--- config.mk ---
export PLATFORM = sky130hd
export DESIGN_NAME = cpu_step_ctrl
export DESIGN_NICKNAME = d
export VERILOG_FILES = /design/src/rtl/cpu_step_ctrl_pkg.sv /design/src/rtl/cpu_step_ctrl_btn_debounce.sv /design/src/rtl/cpu_step_ctrl.sv
export SDC_FILE = /design/constraint.sdc
export NUM_CORES = 1
export LEC_CHECK = 0
export CAP_MARGIN = 30
export CORE_UTILIZATION = 29
export CTS_CLUSTER_SIZE = 28
export DETAILED_ROUTE_END_ITERATION = 10
export GPL_TIMING_DRIVEN = 0
export REMOVE_ABC_BUFFERS = 1
export SLEW_MARGIN = 20
export SYNTH_ARGS = -nofsm -noshare
export SYNTH_HDL_FRONTEND = slang
export SYNTH_HIERARCHICAL = 1
export SYNTH_SLANG_ARGS = --single-unit
--- constraint.sdc ---
create_clock -name clk_50mhz -period 3.2 [get_ports clk_50mhz]
set_input_delay 0.48 -clock clk_50mhz [delete_from_list [all_inputs] [get_ports clk_50mhz]]
set_output_delay 0.48 -clock clk_50mhz [all_outputs]
set_load 0.01 [all_outputs]
--- src/rtl/cpu_step_ctrl_pkg.sv ---
// Shared encodings for the CPU debug step controller: FSM states and button roles.
package cpu_step_ctrl_pkg;

  typedef enum logic [1:0] {
    ST_HALT = 2'd0,
    ST_RUN  = 2'd1,
    ST_STEP = 2'd2
  } state_e;

  localparam int BTN_RUN   = 0;
  localparam int BTN_STEP  = 1;
  localparam int BTN_SPEED = 2;
  localparam int BTN_PAGE  = 3;

  // How far each faster speed shortens the run period, in powers of two.
  localparam int SPEED1_SHIFT = 4;
  localparam int SPEED2_SHIFT = 8;

endpackage

--- src/rtl/cpu_step_ctrl_btn_debounce.sv ---
// One push-button: 2-FF synchronizer, stable-count debounce, press pulse on 0->1.
module cpu_step_ctrl_btn_debounce #(
  parameter int DEBOUNCE_CYCLES = 1_000_000
) (
  input  logic clk_50mhz,
  input  logic reset_n,
  input  logic btn_n_i,
  output logic level_o,
  output logic pressed_o
);

  localparam int CW = $clog2(DEBOUNCE_CYCLES + 1);

  logic          sync1_q, sync2_q;
  logic          level_q, level_d;
  logic          pressed_q, pressed_d;
  logic [CW-1:0] cnt_q, cnt_d;
  logic          btn_sync;

  // Released pins idle high, so the synchronizer resets to "released".
  assign btn_sync = ~sync2_q;

  // Two-stage synchronizer for the asynchronous pin.
  always_ff @(posedge clk_50mhz or negedge reset_n) begin
    if (!reset_n) begin
      sync1_q <= 1'b1;
      sync2_q <= 1'b1;
    end else begin
      sync1_q <= btn_n_i;
      sync2_q <= sync1_q;
    end
  end

  // Count consecutive disagreeing cycles; any agreement restarts the count.
  always_comb begin
    cnt_d     = '0;
    level_d   = level_q;
    pressed_d = 1'b0;
    if (btn_sync != level_q) begin
      if (cnt_q == CW'(DEBOUNCE_CYCLES - 1)) begin
        level_d   = ~level_q;
        pressed_d = ~level_q;
      end else begin
        cnt_d = cnt_q + 1'b1;
      end
    end
  end

  // Debounce state; the press pulse lands on the same cycle the level first reads 1.
  always_ff @(posedge clk_50mhz or negedge reset_n) begin
    if (!reset_n) begin
      cnt_q     <= '0;
      level_q   <= 1'b0;
      pressed_q <= 1'b0;
    end else begin
      cnt_q     <= cnt_d;
      level_q   <= level_d;
      pressed_q <= pressed_d;
    end
  end

  assign level_o   = level_q;
  assign pressed_o = pressed_q;

endmodule

--- src/rtl/cpu_step_ctrl.sv ---
// Front-panel debug path: debounced buttons drive a HALT/RUN/STEP controller
// that produces the CPU clock-enable at a selectable run rate.
module cpu_step_ctrl
  import cpu_step_ctrl_pkg::*;
#(
  parameter int NUM_BTN         = 4,
  parameter int DEBOUNCE_CYCLES = 1_000_000,
  parameter int RUN_DIV_LOG2    = 24
) (
  input  logic               clk_50mhz,
  input  logic               reset_n,
  input  logic [NUM_BTN-1:0] btn_n,
  output logic               cpu_ce,
  output logic               run_mode,
  output logic [1:0]         speed_sel,
  output logic [NUM_BTN-1:0] btn_level,
  output logic [NUM_BTN-1:0] btn_pressed
);

  state_e                  state_q, state_d;
  logic [1:0]              speed_q, speed_d;
  logic [RUN_DIV_LOG2-1:0] div_q, div_d, tick_mask;
  logic                    tick;
  logic                    press_run, press_step, press_speed;

  for (genvar g = 0; g < NUM_BTN; g++) begin : g_btn
    cpu_step_ctrl_btn_debounce #(
      .DEBOUNCE_CYCLES(DEBOUNCE_CYCLES)
    ) u_deb (
      .clk_50mhz(clk_50mhz),
      .reset_n  (reset_n),
      .btn_n_i  (btn_n[g]),
      .level_o  (btn_level[g]),
      .pressed_o(btn_pressed[g])
    );
  end

  assign press_run   = btn_pressed[BTN_RUN];
  assign press_step  = btn_pressed[BTN_STEP];
  assign press_speed = btn_pressed[BTN_SPEED];

  // Select how many low divider bits must be ones for a tick at the current speed.
  always_comb begin
    tick_mask = '0;
    case (speed_q)
      2'd0:    tick_mask = '1;
      2'd1:    tick_mask = {RUN_DIV_LOG2{1'b1}} >> SPEED1_SHIFT;
      2'd2:    tick_mask = {RUN_DIV_LOG2{1'b1}} >> SPEED2_SHIFT;
      default: tick_mask = '0;
    endcase
  end

  // A speed change restarts the divider, so that cycle must not tick.
  assign tick = ((div_q & tick_mask) == tick_mask) && !press_speed;

  // Next state, speed and divider, plus the clock-enable for the current state.
  always_comb begin
    state_d = state_q;
    speed_d = speed_q;
    div_d   = div_q + 1'b1;
    cpu_ce  = 1'b0;
    if (press_speed) begin
      speed_d = speed_q + 2'd1;
      div_d   = '0;
    end
    unique case (state_q)
      ST_HALT: begin
        if (press_run) begin
          state_d = ST_RUN;
          div_d   = '0;
        end else if (press_step) begin
          state_d = ST_STEP;
        end
      end
      ST_STEP: begin
        cpu_ce  = 1'b1;
        state_d = ST_HALT;
      end
      ST_RUN: begin
        if (press_run) begin
          state_d = ST_HALT;
        end else begin
          cpu_ce = tick;
        end
      end
      default: state_d = ST_HALT;
    endcase
  end

  // Controller registers; reset lands in HALT so no enable pulse follows release.
  always_ff @(posedge clk_50mhz or negedge reset_n) begin
    if (!reset_n) begin
      state_q <= ST_HALT;
      speed_q <= 2'd0;
      div_q   <= '0;
    end else begin
      state_q <= state_d;
      speed_q <= speed_d;
      div_q   <= div_d;
    end
  end

  assign run_mode  = (state_q == ST_RUN);
  assign speed_sel = speed_q;

endmodule
==> Word-level counts from Yosys, hierarchy flattened <==
Index checks and enable logic that the tools add are counted.
{ "totals": {"rom_bits": 0, "ff_bits": 124, "mem_count": 0, "mem_bits_rw": 0, "inputBits": 6, "output_inout_bits": 12, "latch_bits": 0} }
{ "op_classes": {"n_eq_ne": 15, "n_reduce_logical": 9, "n_shift": 0, "mux": 26, "order_cmp": 0, "n_mul": 0, "n_addsub": 6, "n_bitwise": 9, "div_mod_pow": 0} }
{ "ops": {"columns": ["op", "n"], "rows": [
  ["2-to-1 mux 20 bit", 8],
  ["adder 20 x 1 -> 20 bit (second input constant)", 4],
  ["equality test 20 bit (second input constant)", 4],
  ["2-to-1 mux 24 bit", 3],
  ["one-hot mux 24 bit (3 select lines)", 1],
  ["adder 24 x 1 -> 24 bit (second input constant)", 1],
  ["bitwise AND 24 bit", 1],
  ["equality test 24 bit", 1],
  ["AND reduction 2 bit", 5],
  ["2-to-1 mux 1 bit", 9],
  ["NOT 1 bit", 8],
  ["2-to-1 mux 2 bit", 3],
  ["equality test 2 x 1 -> 1 bit (second input constant)", 2],
  ["equality test 2 bit (second input constant)", 2],
  ["zero test 2 bit", 2],
  ["!= test 1 bit", 4],
  ["one-hot mux 2 bit (2 select lines)", 1],
  ["!= test 3 x 1 -> 1 bit (second input constant)", 1],
  ["adder 2 x 1 -> 2 bit (second input constant)", 1],
  ["!= test 2 x 1 -> 1 bit (second input constant)", 1],
  ["one-hot mux 1 bit (2 select lines)", 1],
  ["logical AND 1 bit", 1],
  ["zero test 1 bit", 1]
]} }

==> Logic depth before layout (Yosys ltp) <==
{ "logic_depth": {"depth_word": 7, "depth_mapped": 6, "depth_no_buf": 6} }

==> Hierarchy <==
The synthesis kept the hierarchy.
{ "by_module_without_submodules": {"columns": ["mod", "n_inst", "seq_area_each_um2", "cells_each", "area_each_um2"], "rows": [
  ["cpu_step_ctrl_btn_debounce", 4, 603.1, 112, 1154.9],
  ["cpu_step_ctrl", 1, 700.7, 154, 1544.0]
]} }

==> Worst setup path after synthesis <==
OpenSTA, ideal clock, no wires.
{ "synth_timing": {"path_kind": "register -> output", "startpoint": "register speed_q[0] (netlist: speed_sel[0])", "endpoint": "output port cpu_ce", "slack_ps": 1427, "path_buffers": 0, "path_stages_with_launch": 7, "t_arrival_ps": 1293, "path_cell_list": "dfrtp_1 > inv_1 > ha_1 > nor2_1 > nor2_1 > a221oi_1 > a22o_1"} }
{ "synth_via": {"elab_chain_cells": 7, "word_cells_on_any_way": 9, "classes_between": "eq/ne (3); mux (3); bitwise (1); reduce/logical (2)"} }
{ "synth_lines": {"columns": ["element", "line_no", "source"], "rows": [
  ["start: declaration", "cpu_step_ctrl.sv:21", "logic [1:0] speed_q, speed_d;"],
  ["start signal: assignment", "cpu_step_ctrl.sv:98", "speed_q <= speed_d;"],
  ["equality test 2 bit (tied with other cells)", "cpu_step_ctrl.sv:45", "case (speed_q)"],
  ["one-hot mux 24 bit (3 select lines) *", "cpu_step_ctrl.sv:45", null],
  ["bitwise AND 24 bit", "cpu_step_ctrl.sv:54", "assign tick = ((div_q & tick_mask) == tick_mask) && !press_speed;"],
  ["equality test 24 bit *", "cpu_step_ctrl.sv:54", null],
  ["logical AND 1 bit *", "cpu_step_ctrl.sv:54", null],
  ["2-to-1 mux 1 bit *", "cpu_step_ctrl.sv:80", "if (press_run) begin"],
  ["one-hot mux 1 bit (2 select lines) *", "cpu_step_ctrl.sv:66", "unique case (state_q)"],
  ["end: declaration", "cpu_step_ctrl.sv:13", "output logic cpu_ce,"]
]} }
Mark *: on every way between the ends. The rest lies on a longest branch, timed or not.

==> Worst setup path after layout <==
Same ends and word-level chain as after synthesis.

==> summary.md <==
After synthesis, the share of flip-flops with an asynchronous set or reset is 100%. Pin count of the biggest net entering global routing: 71. Port buffering added 17 buffers.

The run gives 602 as the number of instances in the synthesized netlist. Of the cells placed in the final design, the portion with a size suffix greater than 1 is 12.4%. The slowest stage of the critical path belongs to the cell sky130_fd_sc_hd__clkdlybuf4s50_1. The internal power is 3080 uW, and the count of unresolved DRC violations after routing is 0. Setup repair after global routing left no endpoint under its margin. The floorplan step set the die width to 148 um. For the achievable clock frequency, the log shows 350 MHz.

The initialized floorplan defines 52 standard-cell rows. The multi-input combinational cells in the finished layout cover a total of 2890 um^2. For the number of levels the H-tree was split into, the log shows 4. Counting flops and latches in the post-synthesis netlist gives 124. TritonCTS created 17 clock buffers. Dividing the synthesized area by the synthesized cell count gives 10.2 um^2.

Net switching is 19.8% of the power. The count of instances resized after the clock tree is built is 0. The peak per-stage delay on the critical path works out to 0.53 ns.

The final routed wire length divided by cell count is 13.1 um, and the utilization after layout is 35.5%. The run finished with clean final reports. Measured along the y axis, the die boundary spans 148 um.

The cell area that synthesis handed to floorplanning was 6160 um^2. Top cell type by total area after synthesis: sky130_fd_sc_hd__dfrtp_1. The net count of the finished layout is 644, and the warning count from the yosys run is 6. The worst-case reg-to-reg path depth is 5. STA puts the critical path data required time at 2.72 ns.

The number of buffers and inverters on the critical path is 2. Clock latency on the worst-skew pair, taken at its later pin, is 0.41 ns. Pin placement for this block handled 18 I/O pins. The number of synthesized flops with an enable pin works out to 0. Sorting the synthesized cells by area gives the leading types as sky130_fd_sc_hd__dfrtp_1 47%, sky130_fd_sc_hd__nor2_1 5.2%, sky130_fd_sc_hd__xor2_1 5.1%.

Per report_power, the clock group accounts for 55.9% of the total. The least setup slack across all paths after layout is 0.343 ns. For this design the total switching power over the nets is 759 uW. The share of total power dissipated in combinational logic is 2.2%.

Once detail routing completed, the nets flagged for antenna violations numbered 0. The share of synthesized area in the top cell type comes to 47.1%. Among the stages of the critical path, the cell type that occurs most often is sky130_fd_sc_hd__nor2_1.

The worst setup path is of the reg -> out kind. In this run the critical register-to-register path is captured at div_q[18]$_DFF_PN0_. Counting distinct cell types in the post-synthesis netlist gives 48. The fill cell instance count of the final layout was 2068.

The congestion estimate from routability-driven global placement came to 0.758. The logs give 3110 um^2 for the register cell area after layout and 30.0% for the effective utilization at floorplan. The die covers 21800 um^2. The total number of vias came out at 4443.

By count the netlist is led by 116 x sky130_fd_sc_hd__dfrtp_1, 86 x sky130_fd_sc_hd__nor2_1, 43 x sky130_fd_sc_hd__nand2_1, 36 x sky130_fd_sc_hd__xor2_1, 35 x sky130_fd_sc_hd__nand3_1. The run gives 11900 um as the wire length reported by the detailed router. TritonCTS built the clock tree. The tools report the startpoint of the worst-slack reg-to-reg timing path as div_q[0]$_DFF_PN0_. The estimated wirelength of the detail-placed design is 7660 um. Number of antenna violations at the first check in global routing: 0. The finished cells cover 7310 um^2. After detailed routing, the number of vias per cell comes to 4.89. In this run the cell area measured after placement is 6630 um^2.

Counting I/O delays and the setup requirement, the final critical path takes 2.86 ns. The run gives 1.35 ns as the reg-to-reg setup timing slack. Of the synthesized area, sequential elements account for 50.5%. Clock skew on the completed layout was measured at 0.00929 ns.

First-iteration detailed-routing DRC count: 277. For the sequential cell fraction of total power, the log shows 41.9%. Among all flip-flop cells after synthesis, the most frequent one is sky130_fd_sc_hd__dfrtp_1.

Dividing the final minimum period by the clock period gives 89.3%. Setup violations remaining at the end of the flow were counted as 0. The worst-margin pin slew is 0.444 ns, and the total track usage is 11.8%. The worst setup path is launched from a flip-flop.

The via count of the first global-routing pass is 4277. The hold violation total from the final report came out at 0. In this run the power density over the cells is 525 nW/um^2. The clock-pin slew of the registers on the worst-case setup and hold paths works out to 0.06 ns.

The tightest min-delay check is of the reg -> reg type. IR analysis of the VDD net gives a maximum drop of 0.334 mV. The run gives 2.38 ns as the arrival time at the worst endpoint. Among cell families on the critical path, the largest total delay comes from buffers and inverters.

The worst hold path terminates at g_btn[1].u_deb/sync2_q$_DFF_PN1_. For the number of violations of the max-capacitance limit, the log shows 0. The startpoint identified for the worst hold timing path is g_btn[1].u_deb/sync1_q$_DFF_PN1_.

Traced cell by cell, the critical path runs through inv_1 > ha_1 > nor2_1 > nor2_1 > a221oi_1 > a22o_1 > clkdlybuf4s50_1. Summed over all cells, the static leakage comes to 0.00302 uW. The root buffer cell is sky130_fd_sc_hd__clkbuf_16. Counting every sink on the clock net gives 124. Along the worst hold path, the cell count comes to 0. Before antenna repair, the detailed router went through 5 iterations.

The run gives 0.761 ns as the pre-CTS worst setup slack. The worst setup path is captured at an output pin. The clock passes through at most 2 buffers. The first global-routing pass estimated 20800 um of wire. In this run the worst path has a maximum fanout of 5.

The most used standard cell by instance count after synthesis was sky130_fd_sc_hd__dfrtp_1. The number of pins with negative max-slew slack in the final report is 0, and the standard cell core area is 20600 um^2. The worst slew margin relative to its limit came out at 70.4%. Relative to the synthesized area, the layout overhead comes to 18.6%. The total overflow left after global routing is 0. 0 antenna diodes ended up in the layout.
[worst max-delay path by stage]
| stage | startpoint | endpoint | slack [ns] | cells after the start |
|---|---|---|---|---|
| final | speed_sel[0]$_DFFE_PN0P_ | cpu_ce | 0.34 | 7 |
| after global routing | speed_sel[0]$_DFFE_PN0P_ | cpu_ce | 0.18 | 7 |
| after CTS | speed_sel[0]$_DFFE_PN0P_ | cpu_ce | 0.31 | 7 |
| after detailed placement | speed_sel[0]$_DFFE_PN0P_ | cpu_ce | 0.76 | 7 |
| after global placement | reset_n | g_btn[2].u_deb/cnt_q[0]$_DFF_PN0_ | -3.47 | 1 |
| after floorplan | speed_sel[0]$_DFFE_PN0P_ | cpu_ce | 1.43 | 6 |
[final cells by class]
cell class / instances / area share (%)
Sequential cell: 124 / 42.6
Multi-Input combinational cell: 442 / 39.6
Clock buffer: 21 / 6.58
Tap cell: 270 / 4.62
Timing Repair Buffer: 19 / 2.91
Clock inverter: 11 / 2.57
Inverter: 22 / 1.13
[what timing repair did]
item                                    4_1_cts  5_1_grt
endpoints found under the setup margin        0        0
hold buffers                                  1        0
buffers inserted                              0        0
hold endpoints to repair                     19        0
[layout by cell type (no fill, tap or decap), drive strengths merged, types with 3 or more instances in the layout]
cell,netlist,layout
a21oi,28,28
a31o,4,4
and3,10,10
and4,14,14
bufinv,0,5
clkbuf,10,21
clkdlybuf4s50,0,16
clkinv,0,3
clkinvlp,0,3
dfrtp,116,116
dfstp,8,8
ha,12,12
inv,22,22
mux2i,4,4
nand2,43,43
nand3,37,37
nand4,22,22
nand4bb,4,4
nor2,86,86
nor3,21,21
nor4,14,14
o21ai,6,6
o31ai,18,18
o41ai,4,4
or2,5,5
or3,5,5
or4,19,19
or4b,4,4
xnor2,34,34
xor2,36,36
[per-layer routing]
| metal | vias up | global-route usage, % | share of wire (%) | wire length, um |
|---|---|---|---|---|
| met5 | - | 0 | 0 | 0 |
| met4 | 0 | 4.54 | 1.0 | 119 |
| met3 | 10 | 3.33 | 2.5 | 293 |
| met2 | 57 | 18.2 | 47 | 5540 |
| met1 | 2176 | 15.7 | 50 | 5910 |
| li1 | 2200 | - | - | - |
[worst reg2reg max path, cell delays in order (launching register included)]
cell and delay (ns):
sky130_fd_sc_hd__dfrtp_1 0.39, sky130_fd_sc_hd__ha_1 0.22, sky130_fd_sc_hd__and3_1 0.27, sky130_fd_sc_hd__nand4_2 0.29, sky130_fd_sc_hd__or4_1 0.48, sky130_fd_sc_hd__a21oi_1 0.15
[flip-flops by register name, indices dropped and copies added, names as in the netlist]
name / count
g_btn.u_deb/level_o: 4
g_btn.u_deb/cnt_q: 80
state_q: 2
g_btn.u_deb/sync2_q: 4
g_btn.u_deb/sync1_q: 4
div_q: 24
speed_sel: 2
g_btn.u_deb/pressed_o: 4
[power by group through the flow]
stage	combinational, uW	sequential, uW	clock (uW)
2_1_floorplan	34.7	1630	0
3_3_place_gp	83.2	1630	0
3_5_place_dp	87.4	1630	0
4_1_cts	89.0	1610	2210
5_1_grt	101	1610	2280
6_report	84.6	1610	2140
[cells by family (layout without fill, tap and decap cells)]
| family | Yosys count | in the layout | share of synthesized area, % |
|---|---|---|---|
| buf+inv | 36 | 73 | 2.56 |
| compound gates | 69 | 69 | 7.31 |
| flops | 124 | 124 | 50.5 |
| mux | 4 | 4 | 0.650 |
| xor+xnor | 70 | 70 | 9.95 |
| fa+ha+maj | 12 | 12 | 2.44 |
| simple gates | 287 | 287 | 26.6 |
[through the flow]
| step | TNS, ns | power, uW | instances | hold slack [ns] |
|---|---|---|---|---|
| 6_report | 0 | 3840 | 909 | 0.355 |
| 5_1_grt | 0 | 3990 | 909 | 0.362 |
| 3_5_place_dp | 0 | 1720 | 876 | 0.348 |
| 3_3_place_gp | -415.93 | 1720 | 875 | 0.346 |
| 4_1_cts | 0 | 3900 | 909 | 0.356 |
| 2_1_floorplan | 0 | 1660 | 588 | 0.184 |
(Power assumes the default switching activity.)
